--- src/rtl/cpu_pipe_pkg.sv ---
// Shared definitions for the CPU pipeline stage registers: per-stage payload
// widths, field offsets used to pack/unpack stage payloads, and the state
// encoding of the skid-buffered stage register.
package cpu_pipe_pkg;

    // Per-stage payload widths
    // IF/ID : PC 32 + instruction 32
    localparam int IFID_W  = 64;
    // ID/EX : ctrl 7 (RegWrite, MemtoReg, MemRead, MemWrite, ALUSrc, ALUOp[1:0])
    //         + RD1 32 + RD2 32 + Imm 32 + rs 5 + rt 5 + rd 5
    localparam int IDEX_W  = 118;
    // EX/MEM: RegWrite, MemtoReg, MemRead, MemWrite + ALUdata 32 + WriteData 32 + RDaddr 5
    localparam int EXMEM_W = 73;
    // MEM/WB: RegWrite 1 + MemtoReg 1 + ReadData 32 + ALUdata 32 + RDaddr 5
    localparam int MEMWB_W = 71;

    // MEM/WB field offsets (LSB positions)
    localparam int MEMWB_RDADDR_LSB   = 0;
    localparam int MEMWB_ALUDATA_LSB  = 5;
    localparam int MEMWB_READDATA_LSB = 37;
    localparam int MEMWB_MEMTOREG_BIT = 69;
    localparam int MEMWB_REGWRITE_BIT = 70;

    // EX/MEM field offsets (LSB positions)
    localparam int EXMEM_RDADDR_LSB    = 0;
    localparam int EXMEM_WRDATA_LSB    = 5;
    localparam int EXMEM_ALUDATA_LSB   = 37;
    localparam int EXMEM_MEMWRITE_BIT  = 69;
    localparam int EXMEM_MEMREAD_BIT   = 70;
    localparam int EXMEM_MEMTOREG_BIT  = 71;
    localparam int EXMEM_REGWRITE_BIT  = 72;

    // IF/ID field offsets (LSB positions)
    localparam int IFID_INSTR_LSB = 0;
    localparam int IFID_PC_LSB    = 32;

    // Stage register state; the encoding doubles as the occupancy count
    typedef enum logic [1:0] {
        EMPTY = 2'd0,
        ONE   = 2'd1,
        FULL  = 2'd2
    } pipe_state_e;

    // Number of held entries for a given state
    function automatic logic [1:0] state_occupancy(input pipe_state_e s);
        logic [1:0] occ;
        case (s)
            EMPTY:   occ = 2'd0;
            ONE:     occ = 2'd1;
            FULL:    occ = 2'd2;
            default: occ = 2'd0;
        endcase
        return occ;
    endfunction

    // Pack the MEM/WB fields into one opaque payload word
    function automatic logic [MEMWB_W-1:0] memwb_pack(
        input logic        regwrite,
        input logic        memtoreg,
        input logic [31:0] readdata,
        input logic [31:0] aludata,
        input logic [4:0]  rdaddr
    );
        return {regwrite, memtoreg, readdata, aludata, rdaddr};
    endfunction

endpackage

--- src/rtl/pipe_stage_skid_sat_counter.sv ---
// Saturating up-counter with a 0..3 increment per cycle and synchronous clear.
// Sticks at all-ones instead of wrapping; reusable for performance counters.
module pipe_stage_skid_sat_counter #(
    parameter int CNT_W = 16
) (
    input  logic             clk_i,
    input  logic             clr_i,
    input  logic [1:0]       inc_i,
    output logic [CNT_W-1:0] cnt_o
);

    logic [CNT_W-1:0] r_cnt;
    logic [CNT_W+1:0] w_sum;
    logic [CNT_W+1:0] w_max;
    logic [CNT_W-1:0] w_cnt_next;

    // Widen by two bits so the sum can never overflow before the clamp
    always_comb begin
        w_sum      = {2'b00, r_cnt} + {{CNT_W{1'b0}}, inc_i};
        w_max      = {2'b00, {CNT_W{1'b1}}};
        w_cnt_next = (w_sum > w_max) ? {CNT_W{1'b1}} : w_sum[CNT_W-1:0];
    end

    // Counter register; clear has priority over any increment
    always_ff @(posedge clk_i) begin
        if (clr_i) begin
            r_cnt <= '0;
        end else begin
            r_cnt <= w_cnt_next;
        end
    end

    assign cnt_o = r_cnt;

endmodule

--- src/rtl/pipe_stage_skid.sv ---
// Generic pipeline stage register with valid/ready handshake and a one-entry
// skid buffer. up_ready_o is a flop, so a downstream stall never forms a
// combinational ready chain through the pipeline. Supports synchronous flush
// (with a count of discarded entries) and optional bubble zeroing.
module pipe_stage_skid
    import cpu_pipe_pkg::*;
#(
    parameter int PAYLOAD_W   = MEMWB_W,
    parameter bit ZERO_BUBBLE = 1'b1,
    parameter int CNT_W       = 16
) (
    input  logic                 clk_i,
    input  logic                 rst_i,
    input  logic                 flush_i,
    input  logic                 up_valid_i,
    output logic                 up_ready_o,
    input  logic [PAYLOAD_W-1:0] up_data_i,
    output logic                 down_valid_o,
    input  logic                 down_ready_i,
    output logic [PAYLOAD_W-1:0] down_data_o,
    output logic [1:0]           occupancy_o,
    output logic [CNT_W-1:0]     flush_drop_cnt_o
);

    pipe_state_e          r_state;
    pipe_state_e          w_state_next;
    logic [PAYLOAD_W-1:0] r_main;       // older entry, drives down_data_o
    logic [PAYLOAD_W-1:0] r_skid;       // younger entry, only valid in FULL
    logic [PAYLOAD_W-1:0] w_main_next;
    logic [PAYLOAD_W-1:0] w_skid_next;
    logic                 r_up_ready;
    logic                 r_down_valid;
    logic [1:0]           r_occupancy;
    logic                 w_in_fire;
    logic                 w_out_fire;
    logic [1:0]           w_drop_inc;

    assign w_in_fire  = up_valid_i & r_up_ready;
    assign w_out_fire = r_down_valid & down_ready_i;

    // Next-state and datapath selection; flush overrides every handshake
    always_comb begin
        w_state_next = r_state;
        w_main_next  = r_main;
        w_skid_next  = r_skid;
        if (flush_i) begin
            w_state_next = EMPTY;
            if (ZERO_BUBBLE) begin
                w_main_next = '0;
                w_skid_next = '0;
            end
        end else begin
            case (r_state)
                EMPTY: begin
                    if (w_in_fire) begin
                        w_main_next  = up_data_i;
                        w_state_next = ONE;
                    end
                end
                ONE: begin
                    if (w_in_fire && w_out_fire) begin
                        // Pass-through at full throughput
                        w_main_next = up_data_i;
                    end else if (w_in_fire) begin
                        // Downstream stalled: park the new entry behind main
                        w_skid_next  = up_data_i;
                        w_state_next = FULL;
                    end else if (w_out_fire) begin
                        w_state_next = EMPTY;
                        if (ZERO_BUBBLE) begin
                            w_main_next = '0;
                        end
                    end
                end
                FULL: begin
                    if (w_out_fire) begin
                        w_main_next  = r_skid;
                        w_state_next = ONE;
                        if (ZERO_BUBBLE) begin
                            w_skid_next = '0;
                        end
                    end
                end
                default: begin
                    w_state_next = EMPTY;
                    w_main_next  = '0;
                    w_skid_next  = '0;
                end
            endcase
        end
    end

    // State, payload and decoded status flops; reset beats flush and handshakes
    always_ff @(posedge clk_i) begin
        if (rst_i) begin
            r_state      <= EMPTY;
            r_main       <= '0;
            r_skid       <= '0;
            r_up_ready   <= 1'b1;
            r_down_valid <= 1'b0;
            r_occupancy  <= 2'd0;
        end else begin
            r_state      <= w_state_next;
            r_main       <= w_main_next;
            r_skid       <= w_skid_next;
            r_up_ready   <= (w_state_next != FULL);
            r_down_valid <= (w_state_next != EMPTY);
            r_occupancy  <= state_occupancy(w_state_next);
        end
    end

    // Entries held at the moment of a flush are the ones being discarded
    assign w_drop_inc = flush_i ? r_occupancy : 2'd0;

    pipe_stage_skid_sat_counter #(
        .CNT_W (CNT_W)
    ) u_drop_cnt (
        .clk_i (clk_i),
        .clr_i (rst_i),
        .inc_i (w_drop_inc),
        .cnt_o (flush_drop_cnt_o)
    );

    assign up_ready_o   = r_up_ready;
    assign down_valid_o = r_down_valid;
    assign down_data_o  = r_main;
    assign occupancy_o  = r_occupancy;

endmodule

--- config.mk ---
export PLATFORM = sky130hd
export DESIGN_NAME = pipe_stage_skid
export DESIGN_NICKNAME = d
export VERILOG_FILES = /design/src/rtl/cpu_pipe_pkg.sv /design/src/rtl/pipe_stage_skid_sat_counter.sv /design/src/rtl/pipe_stage_skid.sv
export SDC_FILE = /design/constraint.sdc
export NUM_CORES = 1
export LEC_CHECK = 0
export ABC_CLOCK_PERIOD_IN_PS = 2600
export BUFFER_PORTS_ARGS = -buffer_cell sky130_fd_sc_hd__buf_2
export CAP_MARGIN = 25
export CORE_ASPECT_RATIO = 1.75
export CORE_MARGIN = 5
export CORE_UTILIZATION = 53
export CTS_CLUSTER_SIZE = 10
export DETAILED_ROUTE_END_ITERATION = 16
export PLACE_DENSITY_LB_ADDON = 0.3
export SLEW_MARGIN = 10
export SYNTH_ARGS = -nofsm -noshare
export SYNTH_HDL_FRONTEND = slang
export SYNTH_SLANG_ARGS = --single-unit
--- constraint.sdc ---
create_clock -name clk_i -period 2.6 [get_ports clk_i]
set_input_delay 0.13 -clock clk_i [delete_from_list [all_inputs] [get_ports clk_i]]
set_output_delay 0.13 -clock clk_i [all_outputs]
set_load 0.01 [all_outputs]
**After elaboration in Yosys (flattened, before gate mapping)**

Cells that the tools add are included.
W data, S select, Z words.

- Add/subtract/negate cells: 1
- Order comparisons: 1
- Equality and inequality tests: 11
- Multiplexer cells: 18
- Bitwise gates (word level): 3
- Reduce and logical (&&, ||, !) cells: 6

Operators by type and width:

| cell | number |
|---|---|
| $mux W71 | 6 |
| $pmux W71 S3 | 2 |
| $gt A18 B16 Y1 const B | 1 |
| $add A16 B2 Y17 | 1 |
| $mux W16 | 1 |
| $mux W2 | 7 |
| $ne A2 B2 Y1 const B | 5 |
| $reduce_and A4 Y1 | 2 |
| $ne A3 B3 Y1 const B | 2 |
| $pmux W2 S3 | 1 |
| $eq A2 B1 Y1 const B | 2 |
| $eq A2 B2 Y1 const B | 2 |
| $pmux W2 S2 | 1 |
| $and A1 B1 Y1 | 2 |
| $logic_not A2 Y1 | 1 |
| $reduce_bool A2 Y1 | 1 |
| $reduce_or A2 Y1 | 1 |
| $logic_and A1 B1 Y1 | 1 |
| $not A1 Y1 | 1 |

- Register bits after elaboration: 164
- Input port bits: 76
- Output and inout bits: 91
- Word-level logic and storage cells: 47

**Depth between registers and ports, before layout**

Gate-level depths: netlist of run 1.

- Depth after elaboration: 8
- Gate-level depth with buffers: 8
- Mapped depth without buffers: 7

**Hierarchy**

From an unflattened synthesis of run 1, not the netlist that was laid out.

- Cell total of the unflattened synthesis: 942
- Area total of the unflattened synthesis: 8199.1 sq um

Modules (own cells, without submodules):

| module | instances | cells each | area an instance (sq um) | seq. area each (sq um) |
|---|---|---|---|---|
| pipe_stage_skid | 1 | 855 | 7395.8 | 2962.8 |
| pipe_stage_skid_sat_counter | 1 | 87 | 803.3 | 320.3 |

**Worst setup path before layout of run 1**

Ideal clock, no wire load.

- Path type: reg-to-reg
- Start: register r_occupancy[0] (netlist: occupancy_o[0])
- End: register u_drop_cnt.r_cnt[1] (netlist: u_drop_cnt.cnt_o[1])
- Library setup time: 0.070 ns
- Arrival: 1.867 ns
- Required time: 2.530 ns
- Slack: 0.664 ns
- Cell stages (with the launch flop): 8
- Buffers on the path: 1
- Clock period less this slack: 1.936 ns
- Path through: dfxtp_1 -> and2_1 -> ha_1 -> fa_1 -> nand4_1 -> or4_1 -> buf_2 -> a21oi_1

- Word-level cells in the longest chain between the ends: 4

RTL lines:

| element | RTL line | RTL |
|---|---|---|
| from (decl) | pipe_stage_skid.sv:33 | `logic [1:0] r_occupancy;` |
| from (signal assigned) | pipe_stage_skid.sv:108 | `r_occupancy <= state_occupancy(w_state_next);` |
| $mux W2 (*) | pipe_stage_skid.sv:113 | `assign w_drop_inc = flush_i ? r_occupancy : 2'd0;` |
| $add A16 B2 Y17 (*) | pipe_stage_skid_sat_counter.sv:19 | `w_sum = {2'b00, r_cnt} + {{CNT_W{1'b0}}, inc_i};` |
| $gt A18 B16 Y1 | pipe_stage_skid_sat_counter.sv:21 | `w_cnt_next = (w_sum > w_max) ? {CNT_W{1'b1}} : w_sum[CNT_W-1:0];` |
| $mux W16 (*) | pipe_stage_skid_sat_counter.sv:21 |  |
| to (signal assigned) | pipe_stage_skid_sat_counter.sv:29 | `r_cnt <= w_cnt_next;` |
| to (decl) | pipe_stage_skid_sat_counter.sv:12 | `logic [CNT_W-1:0] r_cnt;` |

Mark *: on every way between the ends. The rest lies on a longest branch, timed or not.
A chain may end at the register's enable or synchronous reset.

**Worst setup path in the final report of run 1**

- Start: register r_state[1]
- End: register r_main[55] (netlist: down_data_o[55])

- Word-level cells in the longest chain between the ends: 3
- Elaborated cells on any way between the ends: 9
- Those cells by class: 6 x eq/ne; 1 x mux; 2 x reduce/logical

RTL lines:

| element | RTL line | RTL |
|---|---|---|
| from (decl) | pipe_stage_skid.sv:25 | `pipe_state_e r_state;` |
| from (signal assigned) | pipe_stage_skid.sv:103 | `r_state <= w_state_next;` |
| $eq A2 B1 Y1 (tied with other cells) | pipe_stage_skid.sv:53 | `case (r_state)` |
| $ne A3 B3 Y1 (no source line) / $ne A2 B2 Y1 (equally long branches) | n/a |  |
| $reduce_and A4 Y1 (no source line) | n/a |  |
| to (signal assigned) | pipe_stage_skid.sv:104 | `r_main <= w_main_next;` |
| to (decl) | pipe_stage_skid.sv:27 | `logic [PAYLOAD_W-1:0] r_main;` |

Several ways; a longest one is shown, not always the timed one.

==> results of run 1 <==
==> cells by family after synthesis <==
| group | count (synthesis) | share of synthesized area |
|---|---|---|
| flip-flops | 164 | 0.478 |
| AO/OA/AOI/OAI | 311 | 0.311 |
| multiplexers | 2 | 0.00310 |
| AND/OR/NAND/NOR | 124 | 0.131 |
| buffers and inverters | 85 | 0.0605 |
| XOR/XNOR | 8 | 0.0102 |
| adder cells (fa/ha/maj) | 3 | 0.00655 |
==> per-stage QoR <==
| step | util | total power [mW] | instances | hold WS [ns] |
|---|---|---|---|---|
| floorplan | - | 2.93 | 697 | 0.299 |
| global placement | 0.601 | 3.12 | 970 | 0.422 |
| detailed placement | 0.601 | 3.14 | 970 | 0.426 |
| CTS | 0.688 | 5.95 | 1046 | 0.000143 |
| global route | 0.688 | 6.11 | 1046 | 0.0116 |
| finish | 0.688 | 5.93 | 1046 | 0.0138 |
==> layer usage <==
metal	part of all wire	vias up	routed length (um)	track usage
li1	-	3013	-	-
met1	0.38	3225	7900	0.319
met2	0.51	349	10600	0.441
met3	0.073	77	1520	0.0515
met4	0.038	0	786	0.135
met5	0	-	0	0
==> layout make-up <==
cell class	instances	share of cell area
flip-flops and latches	164	0.373
multi-input cells	448	0.366
repair buffers	226	0.160
clock buffers	20	0.0519
well taps	171	0.0243
clock inverters	11	0.0226
inverters	6	0.00256
==> worst reg2reg max path, cell delays in order, from the launching register on <==
cell,delay (ns)
dfxtp_2,0.56
and3b_2,0.27
a21oi_1,0.20
a32o_4,0.80
o2bb2ai_1,0.25
==> worst paths after layout <==
check                               startpoint                            to  slack (ns)  depth (start not counted)
setup / recovery         r_state[1]$_SDFF_PP0_  down_data_o[55]$_SDFFE_PP0P_        0.44                          4
hold / removal                   up_data_i[16]       r_skid[16]$_SDFFE_PP0P_        0.01                          3
setup reg to reg         r_state[1]$_SDFF_PP0_  down_data_o[55]$_SDFFE_PP0P_        0.44                          4
hold reg to reg   down_data_o[36]$_SDFFE_PP0P_  down_data_o[36]$_SDFFE_PP0P_        0.46                          1
==> registers in the layout, summed over array words and instances (netlist names) <==
signal,count
down_data_o,71
r_state,2
down_valid_o,1
u_drop_cnt.cnt_o,16
r_skid,71
occupancy_o,2
up_ready_o,1
==> power groups by stage <==
stage,registers (mW),logic (mW),clock network (mW)
finish,2.60,0.542,2.78
global route,2.61,0.582,2.92
CTS,2.60,0.536,2.81
detailed placement,2.66,0.479,0
global placement,2.66,0.468,0
floorplan,2.67,0.265,0
==> cell usage in the layout, fill, tap and decap left out, types with 6 or more instances in the layout <==
cell type and n:
a21oi_1 86, nand4b_1 71, o2bb2ai_2 16, nand2_1 6
xnor2_1 6, buf_2 166, o2bb2ai_1 55, nor3_1 6
o21ai_0 73, nor2_1 13, dlygate4sd3_1 45, buf_4 14
a22oi_1 70, dfxtp_1 162, inv_1 6, clkbuf_16 17
==> results by group, run 1 <==
Place
  – Final Wtd Congestion: 0.815
  – Port bufs: 166
  – Placed instance area: 7700 um^2
  – Final HPWL DP: 12.7 mm
  – Post-Place Worst Slack: 0.475 ns

Clock network
  – Clock Tree Root: clkbuf_16
  – Post-CTS Setup Bufs: 0
  – Max clock buf depth: 2
  – CTS tree: done
  – Worst-path clk slew: 0.07 ns
  – Number of CTS-inserted buffers: 17
  – Clock insertion delay at the later pin of the skew report: 0.42 ns
  – Clock sinks: 164
  – CTS HTree Levels: 4
  – Post-CTS sizing: 0
  – Hold bufs inserted after CTS: 45

Route
  – DR vias: 6664
  – Final wirelength: 20.8 mm
  – DRC: 0
  – Via density: 6.37
  – DRT Pass-1 Iters: 5
  – Iter 0 DRT Violations: 544
  – ANT nets after route: 0
  – WL per Instance: 19.9 um

Run status
  – Status: finished, final reports clean

Pwr
  – Comb power frac: 0.092
  – PwrDens: 673 nW/um^2
  – Cell Int Power: 4.54 mW
  – Clock power frac: 0.469
  – Maximum vdd drop: 0.537 mV
  – Static Leak: 3.27 nW
  – Net switching fraction of the power: 0.234
  – Psw: 1.39 mW
  – Share of power burned in registers: 0.440

Critical path
  – Crit-path leading delay family: compound AO/OA/AOI/OAI gates
  – Crit Path Category: register to register
  – Worst setup EP type: register
  – CP max stage cell: a32o_4
  – Critical path startpoint category: register
  – CP Buf/Inv Count: 0
  – Critical Path AT: 2.51 ns
  – CP max stage delay: 0.80 ns
  – Critical Path RT: 2.95 ns
  – Cell chain of the critical path: and3b_2 > a21oi_1 > a32o_4 > o2bb2ai_1
  – Crit path max fanout: 71

Timing
  – Worst-Margin Slew: 0.933 ns
  – Setup TNS: 0 ns
  – Fin. max-slew vios: 0
  – Final min period: 2.16 ns
  – Max Freq: 463 MHz
  – RSZ-0062 raised after global routing: no
  – Slew headroom: 0.378
  – Worst clock skew: 0.00690 ns
  – Worst Setup Slack, final: 0.440 ns
  – Fin. Hold Viols: 0
  – Tcrit/Tclk final: 0.831
  – Final setup vio count: 0

Synthesis
  – Net Count, Synth: 776
  – Leading area contributor after synthesis: dfxtp_1
  – Cell Area, Synth: 6870 um^2
  – Commonest cells post-synth: dfxtp_1 (164), a21oi_1 (86), o21ai_0 (73)
  – Async S/R FF share, synth: 0
  – Yosys cell types: 44
  – Flops & latches, synth: 164
  – YS warnings: 0
  – Ranking of synthesized cells by area: dfxtp_1 (48%), nand4b_1 (9.0%), a22oi_1 (7.6%)
  – EDFF count, synth: 0
  – Gate Count Post-Synth: 697
  – Post-synthesis sequential area ratio: 0.478
  – Top-area cell type share of the netlist area: 0.478
  – Main synth FF type: dfxtp_1
  – Syn avg cell area: 9.86 um^2
  – Most frequent cell after synthesis: dfxtp_1

Floorplan
  – I/O pin cnt: 167
  – Die H: 161 um
  – Die Width: 96.1 um
  – FP Rows: 55
  – Core area: 12800 um^2
  – Initial core utilization: 0.537
  – Die area: 15400 um^2

Layout
  – FILL cells: 1006
  – Area Growth Syn to Fin: 28.1%
  – Multi-input gate area: 3220 um^2
  – Register Area: 3290 um^2
  – Design Area, Final: 8800 um^2
  – Share of cells above drive strength 1: 0.273
  – # diodes: 0
  – Number of nets in the layout: 942

Global routing
  – Number of global-route vias before repair: 6526
  – Largest net degree at the start of global routing: 73
  – Total track usage: 0.266
  – Initial antenna violation count: 0
  – First-pass GRT wire length: 32.7 mm
  – Total gr overflow: 0

Flow run
  – Max Cap Viol: 0

Worst hold path
  – Class of the tightest hold or removal check: primary input to register
Power figures use the tool's default switching activity.
==> run 2, diff against run 1 <==
--- a/config.mk
+++ b/config.mk
@@ -5,12 +5,13 @@
 export SDC_FILE = /design/constraint.sdc
 export NUM_CORES = 1
 export LEC_CHECK = 0
-export ABC_CLOCK_PERIOD_IN_PS = 2600
+export ABC_AREA = 1
+export ABC_CLOCK_PERIOD_IN_PS = 2000
 export BUFFER_PORTS_ARGS = -buffer_cell sky130_fd_sc_hd__buf_2
 export CAP_MARGIN = 25
 export CORE_ASPECT_RATIO = 1.75
 export CORE_MARGIN = 5
-export CORE_UTILIZATION = 53
+export CORE_UTILIZATION = 55
 export CTS_CLUSTER_SIZE = 10
 export DETAILED_ROUTE_END_ITERATION = 16
 export PLACE_DENSITY_LB_ADDON = 0.3
==> constraint.sdc (replaced) <==
create_clock -name clk_i -period 2 [get_ports clk_i]
set_input_delay 0.1 -clock clk_i [delete_from_list [all_inputs] [get_ports clk_i]]
set_output_delay 0.1 -clock clk_i [all_outputs]
set_load 0.01 [all_outputs]
==> run 2 against run 1 <==
  * Clock skew up 0.0057 ns
  * Final cell count up 50%
  * Area after synthesis rose by 13%
  * First-iteration DRC count fell by 32%
  * Clock power rose by 32%
  * Core utilization is 0.53 points lower
  * Die area up 8.4%
  * Routed wire length grew 2.9%
  * Design area rose by 7.8%
  * Synthesized cell count up 77%
  * Total power rose by 37%
  * Register-to-register slack worse by 0.27 ns
  * Critical path type unchanged
  * Critical endpoint is now u_drop_cnt.cnt_o[9]$_SDFF_PP0_
  * Highest routed layer is now met5
==> results by group, run 2 <==
Route
  – Final wirelength: 21.4 mm (+2.9%)
  – DRC: 0 (unchanged)
  – Iter 0 DRT Violations: 370 (-32%)
  – DR vias: 8121 (+22%)
  – WL per Instance: 13.7 um (-31%)
  – ANT nets after route: 0 (unchanged)
  – Via density: 5.19 (-19%)
  – DRT Pass-1 Iters: 6 (+1)

Clock network
  – Clock sinks: 164 (unchanged)
  – Clock Tree Root: clkbuf_16
  – Number of CTS-inserted buffers: 17 (unchanged)
  – Clock insertion delay at the later pin of the skew report: 0.42 ns (about the same)
  – Max clock buf depth: 2 (unchanged)
  – Worst-path clk slew: 0.06 ns (about the same)
  – CTS HTree Levels: 4 (unchanged)
  – CTS tree: done
  – Hold bufs inserted after CTS: 0 (-100%)

Timing
  – Final min period: 1.83 ns (-0.331 ns)
  – Fin. Hold Viols: 0 (unchanged)
  – RSZ-0062 raised after global routing: no
  – Fin. max-slew vios: 0 (unchanged)
  – Tcrit/Tclk final: 0.915 (+0.0840)
  – Setup TNS: 0 ns (unchanged)
  – Final setup vio count: 0 (unchanged)
  – Max Freq: 547 MHz (+18%)
  – Slew headroom: 0.690 (+0.312)
  – Worst clock skew: 0.0126 ns (+0.00575 ns)
  – Worst-Margin Slew: 0.465 ns (-0.468 ns)

Floorplan
  – FP Rows: 57 (+3.6%)
  – Core area: 13900 um^2 (+8.7%)
  – Die Width: 99.9 um (+4.0%)
  – Initial core utilization: 0.560 (+0.0229)
  – Die H: 167 um (+4.2%)
  – I/O pin cnt: 167 (unchanged)
  – Die area: 16700 um^2 (+8.4%)

Place
  – Final HPWL DP: 14.2 mm (+12%)
  – Port bufs: 166 (unchanged)
  – Final Wtd Congestion: 0.904 (+11%)

Layout
  – Area Growth Syn to Fin: 21.9%
  – FILL cells: 1299 (+29%)
  – # diodes: 0 (unchanged)
  – Number of nets in the layout: 1457 (+55%)
  – Commonest non-fill, non-tap cells in the layout: nand2_1 (399), nor2_1 (233), buf_2 (166), dfxtp_1 (164), inv_1 (95)
  – Share of cells above drive strength 1: 0.171 (-0.102)
  – Most common cell after layout, fill and taps aside: nand2_1

Synthesis
  – Ranking of synthesized cells by area: dfxtp_1 (42%), nand2_1 (19%), nor2_1 (11%)
  – Async S/R FF share, synth: 0 (unchanged)
  – Yosys cell types: 23 (-48%)
  – Syn avg cell area: 6.29 um^2 (-36%)
  – Top-area cell type share of the netlist area: 0.422 (-0.0561)
  – Gate Count Post-Synth: 1237 (+77%)
  – Main synth FF type: dfxtp_1
  – YS warnings: 0 (unchanged)
  – Cell Area, Synth: 7780 um^2 (+13%)
  – Flops & latches, synth: 164 (unchanged)
  – Commonest cells post-synth: nand2_1 (401), nor2_1 (235), dfxtp_1 (164)
  – Most frequent cell after synthesis: nand2_1
  – Post-synthesis sequential area ratio: 0.422 (-0.0561)
  – Leading area contributor after synthesis: dfxtp_1
  – Net Count, Synth: 1316 (+70%)
  – EDFF count, synth: 0 (unchanged)

Critical path
  – Crit path max fanout: 6 (-92%)
  – CP Buf/Inv Count: 3 (+3)
  – CP max stage delay: 0.41 ns (-0.39 ns)
  – FF-to-FF End: u_drop_cnt.cnt_o[9]$_SDFF_PP0_
  – Critical Path AT: 2.15 ns (-0.36 ns)
  – Critical R2R Launch: occupancy_o[0]$_SDFF_PP0_
  – Crit-path leading delay family: adder cells
  – Crit Path Category: register to register
  – CP max stage cell: fa_1
  – Cell chain of the critical path: nand2_1 > inv_1 > ha_1 > fa_1 > nand2_1 > nor2_2 > nand4_1 > buf_4 > nand3_1 > nand2_1 > inv_1
  – Critical path startpoint category: register
  – Stages on worst setup path: 11 (+7)
  – Worst setup EP type: register
  – Most used cell, CP: nand2_1
  – Critical Path RT: 2.32 ns (-0.63 ns)
  – R2R setup slack: 0.17 ns (-0.27 ns)
  – Reg2Reg Depth: 11 (+7)

Worst hold path
  – Hold Path Origin: up_data_i[70]
  – Class of the tightest hold or removal check: primary input to register
  – Worst Hold Depth: 5 (+2)
  – Worst Hold End: r_skid[70]$_SDFFE_PP0P_

Global routing
  – Initial antenna violation count: 1 (+1)
  – Total track usage: 0.256 (-0.00961)
  – Number of global-route vias before repair: 7665 (+17%)
  – Total gr overflow: 0 (unchanged)
  – Largest net degree at the start of global routing: 66 (-9.6%)
  – First-pass GRT wire length: 35.4 mm (+8.3%)

Run status
  – Status: finished, final reports clean

Flow run
  – Max Cap Viol: 0 (unchanged)

Pwr
  – Pwr Total: 8.10 mW (+37%)
  – Static Leak: 4.44 nW (+36%)
  – Maximum vdd drop: 0.616 mV (+15%)
  – PwrDens: 853 nW/um^2 (+27%)
run 2: changes by cell type in the layout (fill, tap and decap cells not counted), moves of 4 or more:
cell           before  now
dlygate4sd3_1      45    0
inv_2               0    4
nor3_1              6    1
nand2_1             6  399
nor2_1             13  233
buf_12              1    7
o2bb2ai_2          16    0
buf_4              14   23
inv_1               6   95
nand3_1             4   79
o2bb2ai_1          55    0
nand4b_1           71    0
xor2_1              2    6
a22oi_1            70    0
run 2: how the worst max path moves through the flow:
stage / startpoint / end / slack (ns)
after floorplan: occupancy_o[0]$_SDFF_PP0_ / u_drop_cnt.cnt_o[10]$_SDFF_PP0_ / 0.27
after global placement: occupancy_o[0]$_SDFF_PP0_ / u_drop_cnt.cnt_o[5]$_SDFF_PP0_ / 0.14
after detailed placement: occupancy_o[0]$_SDFF_PP0_ / u_drop_cnt.cnt_o[5]$_SDFF_PP0_ / 0.05
after CTS: occupancy_o[0]$_SDFF_PP0_ / u_drop_cnt.cnt_o[5]$_SDFF_PP0_ / 0.03
after global routing: occupancy_o[0]$_SDFF_PP0_ / u_drop_cnt.cnt_o[5]$_SDFF_PP0_ / 0.05
final: occupancy_o[0]$_SDFF_PP0_ / u_drop_cnt.cnt_o[9]$_SDFF_PP0_ / 0.17
run 2: through the flow:
| stage | hold WS [ns] | setup slack [ns] | utilization | instance area [um^2] | instances |
|---|---|---|---|---|---|
| finish | 0.0375 | 0.170 | 0.682 | 9490 | 1565 |
| detailed placement | 0.452 | 0.0452 | 0.633 | 8810 | 1533 |
| global placement | 0.449 | 0.139 | 0.633 | 8810 | 1533 |
| global route | 0.0479 | 0.0501 | 0.682 | 9490 | 1565 |
| floorplan | 0.325 | 0.269 | - | 7780 | 1237 |
| CTS | 0.0266 | 0.0317 | 0.681 | 9470 | 1562 |
run 2: cells by family (layout without fill, tap and decap cells):
family                   count (synthesis)  count (layout)  share of synthesized area
AND/OR/NAND/NOR                        725             725                      0.367
buffers and inverters                  173             324                     0.0908
flip-flops                             164             164                      0.422
AO/OA/AOI/OAI                          163             163                      0.105
XOR/XNOR                                 9               9                     0.0101
adder cells (fa/ha/maj)                  3               3                    0.00579
run 2: per-layer routing:
layer | vias to the layer above | GRT usage | part of all wire
met4 | 2 | 0.0945 | 0.019
li1 | 4113 | - | -
met3 | 31 | 0.0500 | 0.058
met2 | 249 | 0.466 | 0.53
met1 | 3726 | 0.289 | 0.40
met5 | - | 0 | 0.00042
run 2: worst min-delay path: cells and delay by family:
family,cells,cell delay [ns]
buffers and inverters,2,0.16
AO/OA/AOI/OAI,1,0.05
AND/OR/NAND/NOR,2,0.11
run 2: cell type report:
type | instances | area (um^2) | share of cell area
multi-input cells | 900 | 3810 | 0.402
flip-flops and latches | 164 | 3280 | 0.346
repair buffers | 196 | 1140 | 0.121
clock buffers | 17 | 425 | 0.0448
inverters | 99 | 372 | 0.0392
clock inverters | 12 | 230 | 0.0243
well taps | 177 | 221 | 0.0233
run 2: power breakdown:
group | internal, mW | switching, mW | total [mW] | leakage, nW
combinational | 0.355 | 0.643 | 0.998 | 2.80
clock | 2.33 | 1.34 | 3.67 | 0.312
sequential | 3.37 | 0.0560 | 3.43 | 1.33
run 2: repair_timing:
item,CTS,global route
gates resized for setup,0,1
endpoints found under the setup margin,0,9
buffers inserted,0,3
==> run 3, diff against run 2 <==
==> constraint.sdc (replaced) <==
create_clock -name clk_i -period 2 [get_ports clk_i]
set_input_delay 0.3 -clock clk_i [delete_from_list [all_inputs] [get_ports clk_i]]
set_output_delay 0.3 -clock clk_i [all_outputs]
set_load 0.01 [all_outputs]
==> run 3 against run 2 <==
  * Global-route usage rose by 0.42 points
  * Critical endpoint is now u_drop_cnt.cnt_o[8]$_SDFF_PP0_
  * Maximum frequency rose by 3.1%
  * Largest power group is now sequential cells
  * Clock skew rose by 0.0014 ns
==> results by group, run 3 (synthesis gave the netlist of run 2 again) <==
Timing
  – Fin. Hold Viols: 0 (unchanged)
  – Final setup vio count: 0 (unchanged)
  – Max Freq: 563 MHz (+3.1%)
  – Final min period: 1.78 ns (-0.0544 ns)
  – Worst-Margin Slew: 0.371 ns (-0.0938 ns)
  – Slew headroom: 0.753 (+0.0626)
  – RSZ-0062 raised after global routing: no
  – Setup TNS: 0 ns (unchanged)
  – Fin. max-slew vios: 0 (unchanged)
  – Worst clock skew: 0.0140 ns (+0.00137 ns)
  – Tcrit/Tclk final: 0.888 (-0.0272)

Flow run
  – Max Cap Viol: 0 (unchanged)

Floorplan
  – Core area: 13900 um^2 (unchanged)
  – Die Width: 99.9 um (unchanged)
  – Initial core utilization: 0.560 (unchanged)
  – Die H: 167 um (unchanged)
  – Die area: 16700 um^2 (unchanged)
  – FP Rows: 57 (unchanged)
  – I/O pin cnt: 167 (unchanged)

Clock network
  – Clock sinks: 164 (unchanged)
  – Hold bufs inserted after CTS: 0 (unchanged)
  – Clock Tree Root: clkbuf_16
  – Post-CTS Setup Bufs: 0 (unchanged)
  – Worst-path clk slew: 0.06 ns (about the same)
  – Number of CTS-inserted buffers: 17 (unchanged)
  – CTS HTree Levels: 4 (unchanged)
  – CTS tree: done
  – Post-CTS sizing: 0 (unchanged)
  – Clock insertion delay at the later pin of the skew report: 0.41 ns (about the same)
  – Max clock buf depth: 2 (unchanged)

Pwr
  – Maximum vdd drop: 0.836 mV (+36%)
  – PwrDens: 797 nW/um^2 (-6.5%)
  – Static Leak: 4.35 nW (-2.1%)

Global routing
  – First-pass GRT wire length: 36.2 mm (+2.2%)
  – Largest net degree at the start of global routing: 73 (+11%)
  – Number of global-route vias before repair: 7760 (+1.2%)
  – Total gr overflow: 0 (unchanged)
  – Initial antenna violation count: 1 (unchanged)
  – Total track usage: 0.260 (+0.00421)

Route
  – DR vias: 8006 (-1.4%)
  – DRC: 0 (unchanged)
  – DRT Pass-1 Iters: 5 (-1)
  – Final wirelength: 21.2 mm (-1.2%)
  – ANT nets after route: 0 (unchanged)
  – Via density: 5.14 (-0.97%)
  – Iter 0 DRT Violations: 437 (+18%)
  – WL per Instance: 13.6 um (-0.76%)

Layout
  – Area Growth Syn to Fin: 20.1%
  – # diodes: 0 (unchanged)
  – Multi-input gate area: 3810 um^2 (about the same)
  – Layout Utilization: 0.672 (-0.0103)
  – Most common cell after layout, fill and taps aside: nand2_1
  – FILL cells: 1287 (-0.92%)
  – Register Area: 3280 um^2 (unchanged)
  – Number of nets in the layout: 1447 (-0.69%)
  – Share of cells above drive strength 1: 0.165 (-0.00565)
  – Commonest non-fill, non-tap cells in the layout: nand2_1 (399), nor2_1 (234), buf_2 (166), dfxtp_1 (164), inv_1 (95)

Worst hold path
  – Class of the tightest hold or removal check: primary input to register
  – Hold Path Origin: up_data_i[70]

Run status
  – Status: finished, final reports clean

Critical path
  – Critical Path RT: 2.29 ns (-0.03 ns)
  – Worst setup EP type: register
  – Crit path max fanout: 3 (-3)
  – Critical R2R Launch: occupancy_o[0]$_SDFF_PP0_
  – Critical path startpoint category: register
  – Critical path startpoint: occupancy_o[0]$_SDFF_PP0_
  – Crit Path Category: register to register
  – Critical Path AT: 2.06 ns (-0.09 ns)

Place
  – Port bufs: 166 (unchanged)
  – Final Wtd Congestion: 0.886 (-2.1%)
  – Final HPWL DP: 13.6 mm (-4.3%)
-- run 3: path summary, 6_finish.rpt --
check	endpoint	slack (ns)	cells after the start
max	u_drop_cnt.cnt_o[8]$_SDFF_PP0_	0.22	10
min	r_skid[70]$_SDFFE_PP0P_	0.26	5
max reg2reg	u_drop_cnt.cnt_o[8]$_SDFF_PP0_	0.22	10
min reg2reg	down_data_o[24]$_SDFFE_PP0P_	0.46	2
-- run 3: routing by layer --
layer / vias up / wire length [um] / GRT usage
li1: 4092 / - / -
met1: 3654 / 8490 / 0.295
met2: 217 / 11000 / 0.473
met3: 41 / 1150 / 0.0516
met4: 2 / 552 / 0.0951
met5: - / 13 / 0
-- run 3: per-stage QoR --
step	std cells	instance area [um^2]	worst slack, ns	hold WS (ns)	power, mW
6_report	1558	9350	0.225	0.261	7.45
5_1_grt	1558	9350	0.0885	0.265	7.82
4_1_cts	1558	9350	0.222	0.245	7.54
3_5_place_dp	1526	8790	0.0864	0.453	4.49
3_3_place_gp	1526	8790	0.134	0.450	4.48
2_1_floorplan	1237	7780	0.269	0.445	4.13
-- run 3: cell type report --
| class | count | share of cell area |
|---|---|---|
| Timing Repair Buffer | 186 | 0.118 |
| Clock buffer | 20 | 0.0489 |
| Sequential cell | 164 | 0.351 |
| Multi-Input combinational cell | 900 | 0.408 |
| Tap cell | 177 | 0.0237 |
| Clock inverter | 12 | 0.0103 |
| Inverter | 99 | 0.0398 |
-- run 3: where the power goes --
| group | switching [mW] | total (mW) | leakage, nW | internal [mW] |
|---|---|---|---|---|
| clock network | 1.36 | 3.03 | 0.248 | 1.67 |
| registers | 0.0555 | 3.42 | 1.33 | 3.37 |
| logic | 0.642 | 0.996 | 2.77 | 0.354 |
-- run 3: critical path: stages, from the launching register on --
cell and delay [ns]:
dfxtp_1 0.31, nand2_1 0.06, inv_1 0.04, ha_1 0.20, fa_1 0.40, nand2_1 0.14
nor2_1 0.07, buf_4 0.14, nand2_1 0.08, xor2_1 0.15, a21oi_1 0.07
